[src/rtl/spi_cmd_master.sv]
// spi_cmd_master: SPI master that sends a command frame then a data frame.
// Define SPI_CMD_READBACK_EN to build the miso capture of the data frame.
module spi_cmd_master #(
  parameter int HALF_PERIOD = 5,
  parameter int GAP_CYCLES  = 4
) (
  input  logic       clk,
  input  logic       rst_n,
  input  logic       cmd_valid,
  output logic       cmd_ready,
  input  logic [7:0] cmd_byte,
  input  logic [7:0] data_byte,
  output logic       rsp_valid,
  output logic [7:0] rsp_data,
  output logic       busy,
  output logic       ss,
  output logic       sclk,
  output logic       mosi,
  input  logic       miso
);

  localparam int DW = $clog2(HALF_PERIOD);
  localparam int GW = $clog2(GAP_CYCLES + 1);
  localparam logic [DW-1:0] DIV_LAST = DW'(HALF_PERIOD - 1);
  localparam logic [GW-1:0] GAP_LAST = GW'(GAP_CYCLES - 1);

  typedef enum logic [2:0] {
    IDLE  = 3'd0,
    SETUP = 3'd1,
    SHIFT = 3'd2,
    TAIL  = 3'd3,
    GAP   = 3'd4,
    DONE  = 3'd5
  } state_t;

  state_t        state, state_n;
  logic [DW-1:0] div, div_n;
  logic [3:0]    half, half_n;
  logic [GW-1:0] gap, gap_n;
  logic          second, second_n;
  logic [15:0]   tx, tx_n;
  logic          ss_nx, sclk_nx, mosi_nx;
  logic          busy_nx, rsp_valid_nx;
  logic          fall, finish;

  assign cmd_ready = (state == IDLE);

  // state, counters and registered SPI pins
  always_ff @(posedge clk or negedge rst_n) begin
    if (!rst_n) begin
      state     <= IDLE;
      div       <= '0;
      half      <= '0;
      gap       <= '0;
      second    <= 1'b0;
      tx        <= '0;
      ss        <= 1'b0;
      sclk      <= 1'b0;
      mosi      <= 1'b0;
      busy      <= 1'b0;
      rsp_valid <= 1'b0;
    end else begin
      state     <= state_n;
      div       <= div_n;
      half      <= half_n;
      gap       <= gap_n;
      second    <= second_n;
      tx        <= tx_n;
      ss        <= ss_nx;
      sclk      <= sclk_nx;
      mosi      <= mosi_nx;
      busy      <= busy_nx;
      rsp_valid <= rsp_valid_nx;
    end
  end

  // sequencing of both frames; tx holds {cmd,data} and shifts across frames
  always_comb begin
    state_n      = state;
    div_n        = div;
    half_n       = half;
    gap_n        = gap;
    second_n     = second;
    tx_n         = tx;
    ss_nx        = ss;
    sclk_nx      = sclk;
    mosi_nx      = mosi;
    rsp_valid_nx = 1'b0;
    fall         = 1'b0;
    finish       = 1'b0;
    unique case (state)
      IDLE: begin
        mosi_nx = 1'b0;
        if (cmd_valid) begin
          state_n  = SETUP;
          div_n    = '0;
          second_n = 1'b0;
          tx_n     = {cmd_byte, data_byte};
          ss_nx    = 1'b1;
        end
      end
      SETUP: begin
        if (div == DIV_LAST) begin
          state_n = SHIFT;
          div_n   = '0;
          half_n  = '0;
          sclk_nx = 1'b1;
          mosi_nx = tx[15];
          tx_n    = {tx[14:0], 1'b0};
        end else begin
          div_n = div + 1'b1;
        end
      end
      SHIFT: begin
        if (div == DIV_LAST) begin
          div_n = '0;
          if (half == 4'd15) begin
            state_n = TAIL;
          end else begin
            half_n  = half + 4'd1;
            sclk_nx = ~sclk;
            if (sclk) begin
              fall = 1'b1;
            end else begin
              mosi_nx = tx[15];
              tx_n    = {tx[14:0], 1'b0};
            end
          end
        end else begin
          div_n = div + 1'b1;
        end
      end
      TAIL: begin
        if (div == DIV_LAST) begin
          div_n   = '0;
          ss_nx   = 1'b0;
          mosi_nx = 1'b0;
          if (second) begin
            state_n      = DONE;
            finish       = 1'b1;
            rsp_valid_nx = 1'b1;
          end else begin
            state_n = GAP;
            gap_n   = '0;
          end
        end else begin
          div_n = div + 1'b1;
        end
      end
      GAP: begin
        if (gap == GAP_LAST) begin
          state_n  = SETUP;
          div_n    = '0;
          second_n = 1'b1;
          ss_nx    = 1'b1;
        end else begin
          gap_n = gap + 1'b1;
        end
      end
      DONE: begin
        state_n = IDLE;
      end
      default: begin
        state_n = IDLE;
      end
    endcase
    busy_nx = (state_n != IDLE);
  end

`ifdef SPI_CMD_READBACK_EN
  logic [7:0] rx, rsp_q;

  // miso captured on sclk falling edges; frame-2 byte kept as response
  always_ff @(posedge clk or negedge rst_n) begin
    if (!rst_n) begin
      rx    <= '0;
      rsp_q <= '0;
    end else begin
      if (fall) rx <= {rx[6:0], miso};
      if (finish) rsp_q <= rx;
    end
  end

  assign rsp_data = rsp_q;
`else
  logic unused_rx;
  assign unused_rx = miso ^ fall ^ finish;
  assign rsp_data  = 8'h00;
`endif

endmodule

[config.mk]
export PLATFORM = sky130hd
export DESIGN_NAME = spi_cmd_master
export DESIGN_NICKNAME = d
export VERILOG_FILES = /design/src/rtl/spi_cmd_master.sv
export SDC_FILE = /design/constraint.sdc
export NUM_CORES = 1
export LEC_CHECK = 0
export ABC_CLOCK_PERIOD_IN_PS = 2600
export CORE_ASPECT_RATIO = 1.25
export CORE_MARGIN = 5
export CORE_UTILIZATION = 30
export DETAILED_ROUTE_END_ITERATION = 7
export MAX_ROUTING_LAYER = met4
export PLACE_DENSITY = 0.51
export SYNTH_ARGS = -nofsm -noshare
export SYNTH_HDL_FRONTEND = slang
export SYNTH_SLANG_ARGS = --single-unit
[constraint.sdc]
create_clock -name clk -period 2.6 [get_ports clk]
set_input_delay 0.39 -clock clk [delete_from_list [all_inputs] [get_ports clk]]
set_output_delay 0.39 -clock clk [all_outputs]
set_load 0.05 [all_outputs]
Word level (Yosys, flattened, before mapping)
Cells that the tools add are included.
Cells by class
  add/sub/neg operators: 3
  equal/unequal tests: 16
  mux-type cells: 44
  bitwise gates (word level): 1
  reduce and logical (&&, ||, !) cells: 17
Operators with widths (count)
  $mux W16: 5
  $pmux W16 S3: 1
  $mux W3: 12
  $ne A2 B2 Y1 const B: 9
  $mux W1: 15
  $pmux W3 S5: 1
  $mux W4: 3
  $reduce_and A4 Y1: 3
  $reduce_and A6 Y1: 2
  $reduce_bool A3 Y1: 4
  $eq A3 B2 Y1 const B: 3
  $pmux W3 S3: 1
  $pmux W4 S2: 1
  $add A3 B1 Y3 const B: 2
  $eq A3 B3 Y1 const B: 2
  $pmux W3 S2: 1
  $reduce_and A3 Y1: 2
  $reduce_bool A2 Y1: 3
  $add A4 B1 Y4 const B: 1
  $eq A4 B4 Y1 const B: 1
  $pmux W1 S2: 2
  $pmux W1 S4: 1
  $reduce_bool A4 Y1: 1
  $eq A3 B1 Y1 const B: 1
  4 further kinds: 4
Word-level totals
  flip-flop bits (word level): 35
  bits of input ports: 20
  logic and storage cells: 92

Longest topological paths before layout
  depth after elaboration: 5
  gate-level depth with buffers: 7
  gate-level depth less buffers: 6

Worst setup path after synthesis
Ideal clock, no wire load.
  path type: register to register
  start point: register state[2]
  end point: register second
  setup time: 118 ps
  data arrival time: 2137 ps
  required time: 2482 ps
  path slack: 345 ps
  stages on the path, launching flop included: 6
  path buffers: 2
  path through: dfrtp_1 -> buf_2 -> buf_2 -> nor3_1 -> nand2_1 -> a21o_1
Between the ends
  word-level cells in the longest chain between the ends: 3
Ends and longest elaborated chain
  start, declared: line 36  | state_t state, state_n;
  start signal, assigned: line 63  | state <= state_n;
  $logic_not A3 Y1 *
  via cmd_ready: line 10  | output logic cmd_ready,
  $ne A2 B2 Y1 (no line) or $reduce_bool A2 Y1 (tied branches)
  $reduce_and A3 Y1 (no line)
  end signal, assigned: line 67  | second <= second_n;
  end, declared: line 40  | logic second, second_n;
The timed path passes the listed nets; every way through them passes the cells marked *.
A chain may end at the register's enable or synchronous reset.

Final worst setup path
  start point: register state[2]
  end point: output port cmd_ready
Between the ends
  word-level cells in the longest chain between the ends: 1
Ends and longest elaborated chain
  $logic_not A3 Y1: line 46  | assign cmd_ready = (state == IDLE);
  end, declared: line 10
No other way between the ends.

==> flow_summary.json <==
{
  "antenna_cells": 0,
  "dr.pass1.iters": 4,
  "ant_nets": 0,
  "route.met2.wl_um": 1620,
  "wl_met1_um": 1630,
  "start_util_pct": 30.9,
  "finalHoldViolCount": 0,
  "path_cells": "nor3_1 > clkdlybuf4s50_1",
  "synth_most_common_cell": "dfrtp_1",
  "crit_required_ns": 2.21,
  "cp_slowest_cell": "clkdlybuf4s50_1",
  "cts.clk_slew.worst_paths_ns": 0.07,
  "dieArea_sq_um": 8100,
  "cp-start-kind": "register",
  "peakVddDrop_mv": 0.206,
  "worstSetupEndpointType": "output port",
  "fin_ws_ns": 0.211,
  "cts.sink_count": 35,
  "drv_slew": 0,
  "status": "complete, no violations",
  "grt_max_degree": 36,
  "gp_congestion": 0.789,
  "cts_tree": "yes",
  "powerDensity_nw_per_um2": 476,
  "rsz0062_at_grt": "false",
  "fin_nets": 222,
  "cts_resized": 0,
  "drive_gt1_share_pct": 18.2,
  "ys_types": 35,
  "yosysTopAreaCellShare_pct": 45.7,
  "setup_viol": 0,
  "design_area_sq_um": 2350,
  "synthToLayoutAreaGrowth_pct": 22.7,
  "synth_cells": 168,
  "slowest_delay_ns": 0.87,
  "synth_edf_count": 0,
  "hold_path.class": "register to register",
  "route.vias.total": 1259,
  "leakagePower_nw": 1.15,
  "ys_ff_latch": 35,
  "design.core.area_sq_um": 6210,
  "netlist_area_sq_um": 1920,
  "cts.path.max_buffers": 2,
  "portBuffers": 24,
  "row_count": 32,
  "crit_family": "buffers and inverters",
  "path_buf_inv": 1,
  "syn_area_per_cell_sq_um": 11.4,
  "worstSetupPathType": "register to output port",
  "crit_fanout": 7,
  "grtUsageTotal_pct": 10.0,
  "wl_per_cell_um": 12.3,
  "antenna_found_initial": 0,
  "postCtsSetupRepairBufs": 0,
  "dpl.hpwl_um": 2450,
  "initialDrtViolationCount": 41,
  "fin_crit_ns": 2.39,
  "p_total_mw": 1.12,
  "cap_viol_max_count": 0,
  "cts_root_buf": "clkbuf_8",
  "viasPerCell": 4.45,
  "highest_layer": "met4",
  "fmax_mhz": 419,
  "die_h_um": 99.4,
  "yosysWarnings": 0,
  "post-place-ws_ns": 0.476,
  "grt_overflow": 0,
  "finalSetupTns_ns": 0,
  "route.met3.wl_um": 189,
  "dieWidth_um": 81.5,
  "synth-async-reset-ratio_pct": 100,
  "final_util_pct": 37.9,
  "synth_common_cells": "dfrtp_1 (35), mux2_1 (18), mux2_2 (16), nand2_1 (11)",
  "relSlewSlack_pct": 65.7,
  "synth_area_leaders": "dfrtp_1 (46%), mux2_1 (11%), mux2_2 (9.4%)",
  "cts_buffers": 5,
  "synthFlopType": "dfrtp_1",
  "hold_buffers": 0,
  "period_share_pct": 91.9,
  "drt_wl_total_um": 3480,
  "drc": 0,
  "grt_pass1_vias": 1330,
  "synth_top_cell_by_area": "dfrtp_1",
  "yosysSeqAreaShare_pct": 45.7,
  "fin_skew_ns": 0.00223,
  "worst_pin_slew_ns": 0.507,
  "cts_max_level": 2,
  "crit_arrival_ns": 2.00,
  "insertion_delay_ns": 0.28,
  "io_pins": 34,
  "grt_pass1_wl_um": 6220,
  "placed_area_sq_um": 2240
}
state kept, by name (all words and copies together) (netlist names):
| register | flops |
|---|---|
| busy | 1 |
| div | 3 |
| gap | 3 |
| half | 4 |
| mosi | 1 |
| rsp_valid | 1 |
| sclk | 1 |
| second | 1 |
| ss | 1 |
| state | 3 |
| tx | 16 |
final timing paths:
| kind | start | end | slack, ns | cells past startpoint |
|---|---|---|---|---|
| setup / recovery | state[2] | cmd_ready | 0.21 | 2 |
| hold / removal | tx[9] | tx[9] | 0.49 | 1 |
| setup reg to reg | half[0] | tx[8] | 0.60 | 5 |
| hold reg to reg | tx[9] | tx[9] | 0.49 | 1 |
| max in group asynchronous | rst_n | tx[8] | 1.77 | 2 |
| min in group asynchronous | rst_n | ss | 0.51 | 2 |
through the flow:
stage / hold WS, ns / cells
floorplan: 0.0944 / 175
global placement: 0.476 / 275
detailed placement: 0.480 / 275
CTS: 0.497 / 283
global route: 0.514 / 283
finish: 0.489 / 283
cells in the final DEF (no fill, tap or decap), types with 3 or more instances in the layout:
cell	n
nor2b_1	4
dfrtp_1	35
clkdlybuf4s50_1	24
and3_1	3
mux2_1	18
clkbuf_8	6
mux2i_1	4
mux2_2	16
inv_1	6
nor2_1	9
nand2b_1	3
o21ai_0	4
ha_1	5
buf_4	5
a21oi_1	6
conb_1	8
a22o_1	5
nand2_1	11
cell type report:
class	count	area, sq um
Clock buffer	6	82.6
Clock inverter	2	35.0
Fill cell	616	3850
Inverter	6	22.5
Multi-Input combinational cell	120	953
Sequential cell	35	876
Tap cell	85	106
Timing Repair Buffer	29	278
metal layers:
layer  global-route usage [%]  vias to the layer above
met5                        -                        -
met4                     3.12                        0
met3                     3.17                        5
met2                     15.0                       24
met1                     12.8                      598
li1                         -                      632
cells by family (layout without fill, tap and decap cells):
| kind of cell | count (synthesis) | in the layout | synth area share [%] |
|---|---|---|---|
| buf+inv | 20 | 43 | 6.00 |
| fa+ha+maj | 5 | 5 | 3.26 |
| other cells | 1 | 8 | 0.196 |
| mux | 38 | 38 | 22.0 |
| compound gates | 22 | 22 | 8.28 |
| xor+xnor | 2 | 2 | 1.30 |
| flops | 35 | 35 | 45.7 |
| simple gates | 45 | 45 | 13.2 |
report_power, final:
part           switching (mW)  internal, mW  total, mW
registers            0.000400         0.545      0.545
clock network           0.196         0.310      0.506
logic                  0.0422        0.0261     0.0683
total                   0.239         0.881       1.12
No activity file was read; power rests on OpenSTA's default activity.
